## config.mk

```make
export PLATFORM = sky130hd
export DESIGN_NAME = tmds_channel_decoder
export DESIGN_NICKNAME = d
export VERILOG_FILES = /design/src/rtl/tmds_channel_decoder.sv
export SDC_FILE = /design/constraint.sdc
export NUM_CORES = 1
export LEC_CHECK = 0
export CAP_MARGIN = 5
export CORE_ASPECT_RATIO = 0.9
export CORE_MARGIN = 4
export CORE_UTILIZATION = 64
export DETAILED_ROUTE_END_ITERATION = 10
export GPL_ROUTABILITY_DRIVEN = 0
export PLACE_DENSITY = 0.94
export SYNTH_ARGS = -nofsm -noshare
export SYNTH_HDL_FRONTEND = slang
export SYNTH_SLANG_ARGS = --single-unit
```

## constraint.sdc

```tcl
create_clock -name clk -period 6.5 [get_ports clk]
set_input_delay 1.3 -clock clk [delete_from_list [all_inputs] [get_ports clk]]
set_output_delay 1.3 -clock clk [all_outputs]
set_load 0.1 [all_outputs]
```

## src/rtl/tmds_channel_decoder.sv

```systemverilog
// TMDS lane decoder: finds word alignment from control-token runs, then decodes tokens and data symbols.
// Latency 1 cycle din_valid -> dout_valid; no backpressure, a word is consumed on every din_valid.
module tmds_channel_decoder #(
  parameter int LOCK_TOKENS = 16,
  parameter int TIMEOUT     = 1024
) (
  input  logic       clk,
  input  logic       rst,
  input  logic [9:0] din,
  input  logic       din_valid,
  output logic [7:0] vd,
  output logic [1:0] cd,
  output logic       vde,
  output logic       dout_valid,
  output logic       locked,
  output logic [3:0] offset
);

  typedef enum logic {SEARCH, LOCKED} state_t;

  localparam logic [7:0]  LOCK_N   = 8'(LOCK_TOKENS);
  localparam logic [15:0] TMO_LAST = 16'(TIMEOUT - 1);

  state_t      state, state_nxt;
  logic [9:0]  prev_word;
  logic [7:0]  run_cnt, run_nxt, run_inc;
  logic [15:0] timer, timer_nxt;
  logic [3:0]  offset_nxt;

  // din[9] only ever reaches the symbol through prev_word since offset never exceeds 9
  logic [18:0] window;
  logic [9:0]  sym;
  logic        is_token;
  logic [1:0]  tok_cd;
  logic [7:0]  q, dec;
  logic        qualify, timeout;

  assign window = {din[8:0], prev_word};

  always_comb begin
    sym = window[9:0];
    case (offset)
      4'd0:    sym = window[9:0];
      4'd1:    sym = window[10:1];
      4'd2:    sym = window[11:2];
      4'd3:    sym = window[12:3];
      4'd4:    sym = window[13:4];
      4'd5:    sym = window[14:5];
      4'd6:    sym = window[15:6];
      4'd7:    sym = window[16:7];
      4'd8:    sym = window[17:8];
      4'd9:    sym = window[18:9];
      default: sym = window[9:0];
    endcase
  end

  always_comb begin
    is_token = 1'b1;
    tok_cd   = 2'b00;
    case (sym)
      10'b1101010100: tok_cd = 2'b00;
      10'b0010101011: tok_cd = 2'b01;
      10'b0101010100: tok_cd = 2'b10;
      10'b1010101011: tok_cd = 2'b11;
      default:        is_token = 1'b0;
    endcase
  end

  // bit 9 flags DC-balance inversion, bit 8 selects XOR vs XNOR chaining
  always_comb begin
    q      = sym[9] ? ~sym[7:0] : sym[7:0];
    dec    = 8'h00;
    dec[0] = q[0];
    for (int i = 1; i < 8; i++) begin
      dec[i] = sym[8] ? (q[i] ^ q[i-1]) : ~(q[i] ^ q[i-1]);
    end
  end

  assign run_inc = !is_token          ? 8'd0 :
                   (run_cnt == LOCK_N) ? run_cnt : run_cnt + 8'd1;
  assign qualify = is_token && (run_inc == LOCK_N);
  assign timeout = (timer == TMO_LAST);

  always_ff @(posedge clk) begin
    if (rst) begin
      state     <= SEARCH;
      offset    <= 4'd0;
      run_cnt   <= 8'd0;
      timer     <= 16'd0;
      prev_word <= 10'd0;
    end else begin
      state   <= state_nxt;
      offset  <= offset_nxt;
      run_cnt <= run_nxt;
      timer   <= timer_nxt;
      if (din_valid) prev_word <= din;
    end
  end

  // lock qualification is tested before timeout so it wins when both land on one symbol
  always_comb begin
    state_nxt  = state;
    offset_nxt = offset;
    run_nxt    = run_cnt;
    timer_nxt  = timer;
    if (din_valid) begin
      run_nxt   = run_inc;
      timer_nxt = timer + 16'd1;
      case (state)
        SEARCH: begin
          if (qualify) begin
            state_nxt = LOCKED;
            timer_nxt = 16'd0;
          end else if (timeout) begin
            offset_nxt = (offset == 4'd9) ? 4'd0 : offset + 4'd1;
            run_nxt    = 8'd0;
            timer_nxt  = 16'd0;
          end
        end
        LOCKED: begin
          if (qualify) begin
            timer_nxt = 16'd0;
          end else if (timeout) begin
            state_nxt = SEARCH;
            run_nxt   = 8'd0;
            timer_nxt = 16'd0;
          end
        end
        default: state_nxt = SEARCH;
      endcase
    end
  end

  always_comb begin
    locked = (state == LOCKED);
  end

  always_ff @(posedge clk) begin
    if (rst) begin
      vd         <= 8'h00;
      cd         <= 2'b00;
      vde        <= 1'b0;
      dout_valid <= 1'b0;
    end else begin
      dout_valid <= din_valid;
      if (din_valid) begin
        if (state != LOCKED) begin
          vd  <= 8'h00;
          cd  <= 2'b00;
          vde <= 1'b0;
        end else if (is_token) begin
          vd  <= 8'h00;
          cd  <= tok_cd;
          vde <= 1'b0;
        end else begin
          vd  <= dec;
          vde <= 1'b1;
        end
      end
    end
  end

endmodule

```

==> results.json <==
{
  "status": "complete, no violations",
  "fin_skew_ns": 0.00416,
  "drive_above_1_share_pct": 8.51,
  "ctsResizeCount": 0,
  "rsz0062_at_grt": "no",
  "grt_pass1_wl_mm": 16.4,
  "cts_tree": "done",
  "grt-ovfl-total": 0,
  "vias_per_cell": 6.93,
  "die_w_um": 88.3,
  "cp.required_ns": 6.71,
  "grt_max_degree": 42,
  "ir_worst_vdd_mv": 0.162,
  "synth-seq-cells": 51,
  "clkLatencyLatePin_ns": 0.31,
  "drtAntennaViolNets": 0,
  "min_path_cells": 1,
  "slew_headroom_pct": 20.3,
  "ioPinCount": 30,
  "fin_ws_ns": 2.18,
  "grt_pass1_vias": 3467,
  "coreArea_sq_um": 5660,
  "dpl.hpwl_mm": 6.78,
  "async_reset_ff_share_pct": 0,
  "synth_edf_count": 0,
  "final_hold_viol_count": 0,
  "cap_violations": 0,
  "cts.path.max_buffers": 2,
  "vias": 3741,
  "wl_per_cell_um": 18.4,
  "cts_root_buf": "clkbuf_8",
  "synth_cell_types": 69,
  "finalSetupTns_ns": 0,
  "p_clk_share_pct": 33.9,
  "multi_input_area_sq_um": 2460,
  "syn-cell-area_sq_um": 3710,
  "h-tree-depth": 2,
  "antenna_cells": 0,
  "fmax_ghz": 0.232,
  "antenna_found_initial": 0,
  "reg2regPathDepth": 10,
  "leakagePower_nw": 1.30,
  "powerDensity_nw_per_um2": 147,
  "end_kind": "flop",
  "dieArea_sq_um": 7080,
  "startpoint_type": "primary input",
  "period_share_pct": 66.4,
  "cts_made_buffers": 5,
  "num_rows": 26,
  "drc": 0,
  "crit_fanout": 20,
  "hold_class": "reg -> reg",
  "switching_share_pct": 27.5,
  "synthesis.nets": 478,
  "tightest_slew_ns": 1.19,
  "grt_usage_pct": 28.7,
  "arrival_ns": 4.53,
  "finalWirelength_mm": 9.91,
  "ctsHoldBuffers": 0,
  "ys.flop_type": "dfxtp_1",
  "port_buffers": 29,
  "register_area_sq_um": 1020,
  "nFillCells": 425,
  "cts.clk_slew.worst_paths_ns": 0.10,
  "p_int_uw": 433,
  "cts_sinks": 51,
  "setup_viol": 0,
  "post_cts_buffers": 0,
  "combPwrFrac_pct": 11.4,
  "avgSynthCellArea_sq_um": 8.03,
  "final_nets": 485,
  "yosysWarnings": 0,
  "worstSetupPathType": "in -> reg",
  "dr.first_iter.drc_count": 476,
  "finish.utilization_pct": 71.8,
  "fin_crit_ns": 4.32,
  "place_ws_ns": 1.90,
  "drt_first_pass_iters": 6,
  "p_sw_uw": 164,
  "die_h_um": 80.2,
  "area_growth_syn_to_layout_pct": 9.58,
  "seq_power_share_pct": 54.7,
  "start_util_pct": 65.5,
  "synth_cells": 462,
  "yosysSeqAreaShare_pct": 27.5,
  "maxSlewViolCount": 0
}
worst max-delay path: stages:
cell,delay [ns]
clkdlybuf4s50_1,0.51
nor2b_1,0.24
a22o_1,0.20
a221o_1,0.35
o32ai_4,0.50
nor3_1,0.14
and4_1,0.26
o21ai_1,0.14
buf_4,0.26
nand2_1,0.23
o311ai_0,0.38
per-layer routing:
layer | GRT usage (%) | share of wire [%]
met1 | 37.6 | 42
met2 | 45.1 | 45
met5 | 0 | 0
met4 | 10.7 | 2.9
met3 | 7.59 | 9.7
power groups by stage:
stage	registers, mW	logic [mW]	clock network (mW)
final	0.326	0.0680	0.202
after floorplan	0.330	0.0450	0
after global placement	0.332	0.0648	0
after detailed placement	0.333	0.0661	0
after CTS	0.325	0.0668	0.205
after global routing	0.327	0.0739	0.217
layout make-up:
cell class                 instances  area share [%]
clock inverter                     2           0.400
clock buffer                       6            2.03
inverter                          14            1.29
timing repair buffer              36            8.43
sequential                        51            25.1
tap                               70            2.15
multi-input combinational        361            60.6
layout by cell type, fill, tap and decap left out, types with 6 or more instances in the layout:
master / count
inv_1: 13
a21oi_1: 27
xnor2_1: 10
nand2_1: 38
a22o_1: 13
xor2_1: 10
a22oi_1: 8
buf_4: 7
clkbuf_8: 6
nand4_1: 8
nor2_1: 35
dfxtp_1: 51
nor3_1: 12
nor2b_1: 6
mux2i_1: 23
nand3_1: 22
a31oi_1: 16
o21ai_0: 15
nand2b_1: 15
clkdlybuf4s50_1: 29
cell usage after synthesis, types with 4 or more instances:
| cell | number | area [sq um] |
|---|---|---|
| a31oi_1 | 16 | 100 |
| o21ai_0 | 15 | 75.1 |
| nand3_1 | 22 | 110 |
| a22oi_1 | 8 | 60.1 |
| a22o_1 | 13 | 114 |
| xor2_1 | 10 | 87.6 |
| nor2b_1 | 6 | 37.5 |
| o22ai_1 | 5 | 31.3 |
| a32oi_1 | 5 | 43.8 |
| nand4_1 | 8 | 50.1 |
| nor3_1 | 12 | 60.1 |
| nor4_1 | 5 | 31.3 |
| buf_1 | 4 | 15.0 |
| o32ai_1 | 4 | 35.0 |
| clkbuf_1 | 15 | 56.3 |
| nor2_1 | 35 | 131 |
| xnor2_1 | 10 | 87.6 |
| buf_2 | 13 | 65.1 |
| dfxtp_1 | 51 | 1020 |
| nand2b_1 | 15 | 93.8 |
| mux2_2 | 5 | 56.3 |
| a21oi_1 | 27 | 135 |
| or2_2 | 5 | 31.3 |
| nand2_1 | 38 | 143 |
| and3b_1 | 4 | 35.0 |
| a311oi_1 | 4 | 35.0 |
| inv_1 | 13 | 48.8 |
| mux2i_1 | 23 | 230 |
worst paths after layout:
kind                            slack, ns                endpoint              startpoint
worst max-delay path                 2.18  timer[11]$_SDFFE_PP0P_                  din[0]
worst min-delay path                 0.50      vd[1]$_SDFFE_PP0P_      vd[1]$_SDFFE_PP0P_
worst max register to register       2.23  timer[11]$_SDFFE_PP0P_  offset[0]$_SDFFE_PP0P_
worst min register to register       0.50      vd[1]$_SDFFE_PP0P_      vd[1]$_SDFFE_PP0P_
cell families after synthesis:
group           share of synthesized area, %
fa+ha+maj                               1.01
buf+inv                                 6.10
simple gates                            25.8
mux                                     8.70
compound gates                          26.1
xor+xnor                                4.72
flops                                   27.5
state kept, by name, summed over array words and instances, names as in the netlist:
signal / flops
vde: 1
vd: 8
dout_valid: 1
prev_word: 10
offset: 4
locked: 1
run_cnt: 8
timer: 16
cd: 2
per-stage QoR:
stage | std cells | cell area, sq um | total power, mW | hold slack [ns]
final | 540 | 4070 | 0.597 | 0.499
after global routing | 540 | 4070 | 0.618 | 0.521
after CTS | 540 | 4070 | 0.597 | 0.499
after detailed placement | 532 | 3970 | 0.399 | 0.466
after global placement | 532 | 3970 | 0.397 | 0.464
after floorplan | 462 | 3710 | 0.375 | 0.453
Power figures use the tool's default switching activity.
==> RTL edit 1, RTL diff (same settings) <==
Make the reset (`rst`) asynchronous in 2 clocked blocks.
--- a/src/rtl/tmds_channel_decoder.sv
+++ b/src/rtl/tmds_channel_decoder.sv
@@ -81,7 +81,7 @@
   assign qualify = is_token && (run_inc == LOCK_N);
   assign timeout = (timer == TMO_LAST);
 
-  always_ff @(posedge clk) begin
+  always_ff @(posedge clk or posedge rst) begin
     if (rst) begin
       state     <= SEARCH;
       offset    <= 4'd0;
@@ -135,7 +135,7 @@
     locked = (state == LOCKED);
   end
 
-  always_ff @(posedge clk) begin
+  always_ff @(posedge clk or posedge rst) begin
     if (rst) begin
       vd         <= 8'h00;
       cd         <= 2'b00;
Function: differs if rst is asserted again (counterexample within 4 cycles, from zero or initial values and one cycle with rst high); with rst held inactive, the same outputs for 10 cycles.
==> RTL edit 1 against the unedited design <==
Setup slack lost 0.29 ns. Combinational power grew 72%. Worst hold slack improved by 0.010 ns. Area after synthesis is 3.5% higher. Core utilization grew 0.63 points. Global-route usage grew 1.2 points. Total power increased by 19%. Routed wire length rose by 3.3%. Sequential share of layout area up 5.5 points. Highest routed layer unchanged. First-iteration DRC count shrank 1.7%. Sequential cell count unchanged. Via count decreased by 2.2%. Cell area increased by 2.6%.
==> RTL edit 1: results (changes against the unedited design) <==
The worst vdd rail ir drop is 0.1738 mV (was 0.1615 mV). The slowest cell on the critical path is sky130_fd_sc_hd__nor3_1 (was sky130_fd_sc_hd__clkdlybuf4s50_1). The post-route core utilization is 72.45% (was 71.82%). The register-to-register setup slack came out at 2.18 ns (was 2.23 ns). The count of cell types in the netlist came to 66 (was 69). The total power per unit cell area was 170.6 nW/um^2 (was 146.8 nW/um^2).

The number of filler cells placed in the layout was 390 (was 425). The startpoint of the lowest-slack hold path is vd[3]$_DFFE_PP0P_ (was vd[1]$_SDFFE_PP0P_). The synthesized-area fraction occupied by adder cells came to 0.9772% (was 1.012%). The transition time at the pin with the least slew margin was 1.141 ns (was 1.193 ns).

The area occupied by multi-input gates came out at 2321 um^2 (was 2462 um^2). The clock group total power came out at 220 uW (was 202 uW). The HPWL after detailed placement is 6772 um (was 6781 um). The area used by sequential logic in the layout was 1276 um^2 (was 1021 um^2). The maximum number of pins on one net before global-route repair came out at 52 (was 42). The share of async-settable or async-resettable flops after synthesis came out at 100.0% (was 0%). The fraction of the yosys area taken by sequential cells came out at 33.22% (was 27.52%). The dominant synthesized flop cell is sky130_fd_sc_hd__dfrtp_1 (was sky130_fd_sc_hd__dfxtp_1). The part of the cycle the worst path needs came out at 70.89% (was 66.40%). The static leakage is 0.001716 uW (was 0.001295 uW). The terminating pin of the worst hold path is vd[3]$_DFFE_PP0P_ (was vd[1]$_SDFFE_PP0P_). The relative area of non-clock buffer cells in the final design came to 7.858% (was 8.433%).

The multi-input logic cell count is 329 (was 361). The critical path's largest stage delay came to 0.88 ns (was 0.51 ns). The reg-to-reg startpoint is offset[3]$_DFFE_PP0P_ (was offset[0]$_SDFFE_PP0P_).

The via count of the first global-routing pass came out at 3436 (was 3467). The data arrival at the endpoint of the critical path is 4.85 ns (was 4.53 ns). The number of violations reported at the end of detailed-routing iteration 0 is 468 (was 476). The capture point of the worst path is timer[12]$_DFFE_PP0P_ (was timer[11]$_SDFFE_PP0P_). The global router's overall resource usage is 29.94% (was 28.74%).

The via count of the routed design came out at 3659 (was 3741). The total cell area at the placement stage is 4065 um^2 (was 3966 um^2). The routed length per instance was 20.28 um (was 18.35 um).

The parity-gate share of the synthesized area counting xor and xnor cells came to 3.192% (was 4.722%). The average via count per standard cell came out at 7.246 (was 6.928). The synthesized area per cell is 8.851 um^2 (was 8.030 um^2). The total of plain and repair buffers excluding clock buffers is 34 (was 36). Leading cell types by count after synthesis: 51 x sky130_fd_sc_hd__dfrtp_1, 23 x sky130_fd_sc_hd__a21oi_1, 23 x sky130_fd_sc_hd__a22o_1, 23 x sky130_fd_sc_hd__nor2_1, 22 x sky130_fd_sc_hd__nand2_1 (was 51 x sky130_fd_sc_hd__dfxtp_1, 38 x sky130_fd_sc_hd__nand2_1, 35 x sky130_fd_sc_hd__nor2_1, 27 x sky130_fd_sc_hd__a21oi_1, 23 x sky130_fd_sc_hd__mux2i_1). The maximum fanout count along the critical path came out at 21 (was 20). Outcome: finished clean (unchanged). The clock skew is 0.008665 ns (was 0.004163 ns). The net total in the final layout was 451 (was 485).
==> RTL edit 1: cell count changes after synthesis, moves of 10 or more <==
cell,unedited run,this run
sky130_fd_sc_hd__a22o_1,13,23
sky130_fd_sc_hd__a31oi_1,16,4
sky130_fd_sc_hd__and3_1,3,17
sky130_fd_sc_hd__dfrtp_1,0,51
sky130_fd_sc_hd__dfxtp_1,51,0
sky130_fd_sc_hd__mux2_2,5,17
sky130_fd_sc_hd__mux2i_1,23,8
sky130_fd_sc_hd__nand2_1,38,22
sky130_fd_sc_hd__nor2_1,35,23
sky130_fd_sc_hd__nor2b_1,6,19
sky130_fd_sc_hd__o2bb2ai_1,0,14
sky130_fd_sc_hd__o31ai_1,3,18
==> RTL edit 1: layer usage <==
metal | global-route usage [%] | share of wire [%]
met1 | 41.82 | 41
met2 | 44.30 | 45
met3 | 6.419 | 10
met4 | 14.14 | 4.3
met5 | 0 | 0
==> RTL edit 2, RTL diff (same settings) <==
Made on the original files. Change the parameter `LOCK_TOKENS` from 16 to 12.
--- a/src/rtl/tmds_channel_decoder.sv
+++ b/src/rtl/tmds_channel_decoder.sv
@@ -1,7 +1,7 @@
 // TMDS lane decoder: finds word alignment from control-token runs, then decodes tokens and data symbols.
 // Latency 1 cycle din_valid -> dout_valid; no backpressure, a word is consumed on every din_valid.
 module tmds_channel_decoder #(
-  parameter int LOCK_TOKENS = 16,
+  parameter int LOCK_TOKENS = 12,
   parameter int TIMEOUT     = 1024
 ) (
   input  logic       clk,
Behaviour: same outputs for any inputs over 10 cycles, from zero or initial values and one cycle with rst high; that may be too few to reach the edited logic, so the function may still have changed.
==> RTL edit 2 against the unedited design <==
Cell area is 0.25% higher. Sequential cell count unchanged. Fmax increased by 3.7%. Core utilization down 0.23 points. Routed wire length fell by 0.96%. Total power up 5.4%. Area after synthesis rose by 1.5%. Setup slack gained 0.16 ns. Largest cell class unchanged. Largest power group unchanged.
==> RTL edit 2: results (changes against the unedited design) <==
Outcome: finished clean (unchanged). The length in cells of the worst reg-to-reg path was 9 (was 10). The fraction of the yosys area taken by sequential cells is 27.12% (was 27.52%). Leading post-synthesis cells by cell area: sky130_fd_sc_hd__dfxtp_1 27%, sky130_fd_sc_hd__mux2i_1 6.1%, sky130_fd_sc_hd__a31oi_1 4.3% (was sky130_fd_sc_hd__dfxtp_1 28%, sky130_fd_sc_hd__mux2i_1 6.2%, sky130_fd_sc_hd__nand2_1 3.8%). The capture point of the worst path is offset[2]$_SDFFE_PP0P_ (was timer[11]$_SDFFE_PP0P_). The number of resized instances in the post-cts repair step came out at 0 (unchanged). Leading cell types by count after synthesis: 51 x sky130_fd_sc_hd__dfxtp_1, 41 x sky130_fd_sc_hd__nor2_1, 33 x sky130_fd_sc_hd__nand2_1, 26 x sky130_fd_sc_hd__a31oi_1, 24 x sky130_fd_sc_hd__o21ai_0 (was 51 x sky130_fd_sc_hd__dfxtp_1, 38 x sky130_fd_sc_hd__nand2_1, 35 x sky130_fd_sc_hd__nor2_1, 27 x sky130_fd_sc_hd__a21oi_1, 23 x sky130_fd_sc_hd__mux2i_1).

The parity-gate share of the synthesized area counting xor and xnor cells came to 4.187% (was 4.722%). The count of cell types in the netlist came out at 78 (was 69). The complex-gate fraction of the synthesized area is 24.86% (was 26.10%). The critical path's largest stage delay is 0.63 ns (was 0.51 ns). The synthesized-area fraction occupied by adder cells is 0.9970% (was 1.012%). The global router's overall resource usage came out at 27.81% (was 28.74%).

The worst vdd rail ir drop came out at 0.1642 mV (was 0.1615 mV). The number of filler cells placed in the layout came out at 416 (was 425). The number of inserted diodes was 0 (unchanged). The clock-pin slew on the worst setup and hold paths was 0.08 ns (was 0.10 ns).

The static leakage was 0.001378 uW (was 0.001295 uW). The net total in the final layout is 495 (was 485). The transition time at the pin with the least slew margin came out at 1.132 ns (was 1.193 ns). The routed length per instance came out at 17.85 um (was 18.35 um). The via count of the routed design is 3834 (was 3741). The maximum number of pins on one net before global-route repair came to 49 (was 42). The number of violations reported at the end of detailed-routing iteration 0 is 622 (was 476).

The proportion of synthesized area in mux cells was 6.713% (was 8.702%). The maximum fanout count along the critical path is 11 (was 20). The internal power consumption is 474.9 uW (was 432.6 uW).

The net count after synthesis came out at 492 (was 478). The fraction of final layout cells sized beyond drive strength 1 was 6.667% (was 8.511%). The clock skew is 0.01495 ns (was 0.004163 ns). The data arrival at the endpoint of the critical path is 4.35 ns (was 4.53 ns).
## RTL edit 2: power groups by stage
stage	Sequential (uW)	Combinational (uW)	Clock [uW]
after floorplan	334	48.2	0
after global placement	336	66.5	0
after detailed placement	336	68.5	0
after CTS	329	69.2	229
after global routing	331	76.5	241
final	330	70.7	229
## RTL edit 2: worst min path at each step
stage | from | to | slack (ns) | depth (start not counted)
after floorplan | timer[5]$_SDFFE_PP0P_ | timer[5]$_SDFFE_PP0P_ | 0.44 | 1
after global placement | vd[0]$_SDFFE_PP0P_ | vd[0]$_SDFFE_PP0P_ | 0.44 | 2
after detailed placement | vd[4]$_SDFFE_PP0P_ | vd[4]$_SDFFE_PP0P_ | 0.45 | 2
after CTS | vd[1]$_SDFFE_PP0P_ | vd[1]$_SDFFE_PP0P_ | 0.47 | 2
after global routing | vd[3]$_SDFFE_PP0P_ | vd[3]$_SDFFE_PP0P_ | 0.50 | 2
final | vd[1]$_SDFFE_PP0P_ | vd[1]$_SDFFE_PP0P_ | 0.47 | 2
## RTL edit 2: kinds of logic after synthesis
kind of cell	after synthesis
AOI/OAI and AO/OA	137
buffers and inverters	52
xor gates and xnor gates	18
muxes	25
DFF	51
adders and majority gates	3
and+or+nand+nor	190
## RTL edit 2: cell type report
type	count	area share, %
Timing Repair Buffer	36	8.413
Clock inverter	2	0.8597
Clock buffer	6	2.026
Multi-Input combinational cell	373	60.39
Sequential cell	51	25.05
Inverter	12	1.105
Tap cell	70	2.149
## RTL edit 2: layer usage
| layer | vias up | routed length, um | global-route usage, % |
|---|---|---|---|
| li1 | 1786 | - | - |
| met4 | 0 | 261 | 7.553 |
| met5 | - | 0 | 0 |
| met2 | 271 | 4190 | 41.84 |
| met1 | 1739 | 4175 | 39.57 |
| met3 | 38 | 1188 | 6.897 |
## RTL edit 2: metrics by stage
stage	utilization [%]	setup WS [ns]	instances	cell area, um^2	total power (uW)
floorplan	-	2.786	476	3765	382.3
detailed placement	69.52	2.151	542	3958	404.6
global placement	69.52	2.248	542	3958	402.3
CTS	71.58	2.420	550	4075	627.3
global route	71.58	2.225	550	4075	648.4
finish	71.58	2.339	550	4075	629.2
## RTL edit 2: worst max-delay path: cells and delay by family
kind / cells / cell delay [ns]
AOI/OAI and AO/OA: 1 / 0.48
and+or+nand+nor: 6 / 1.20
muxes: 2 / 0.73
buffers and inverters: 1 / 0.63
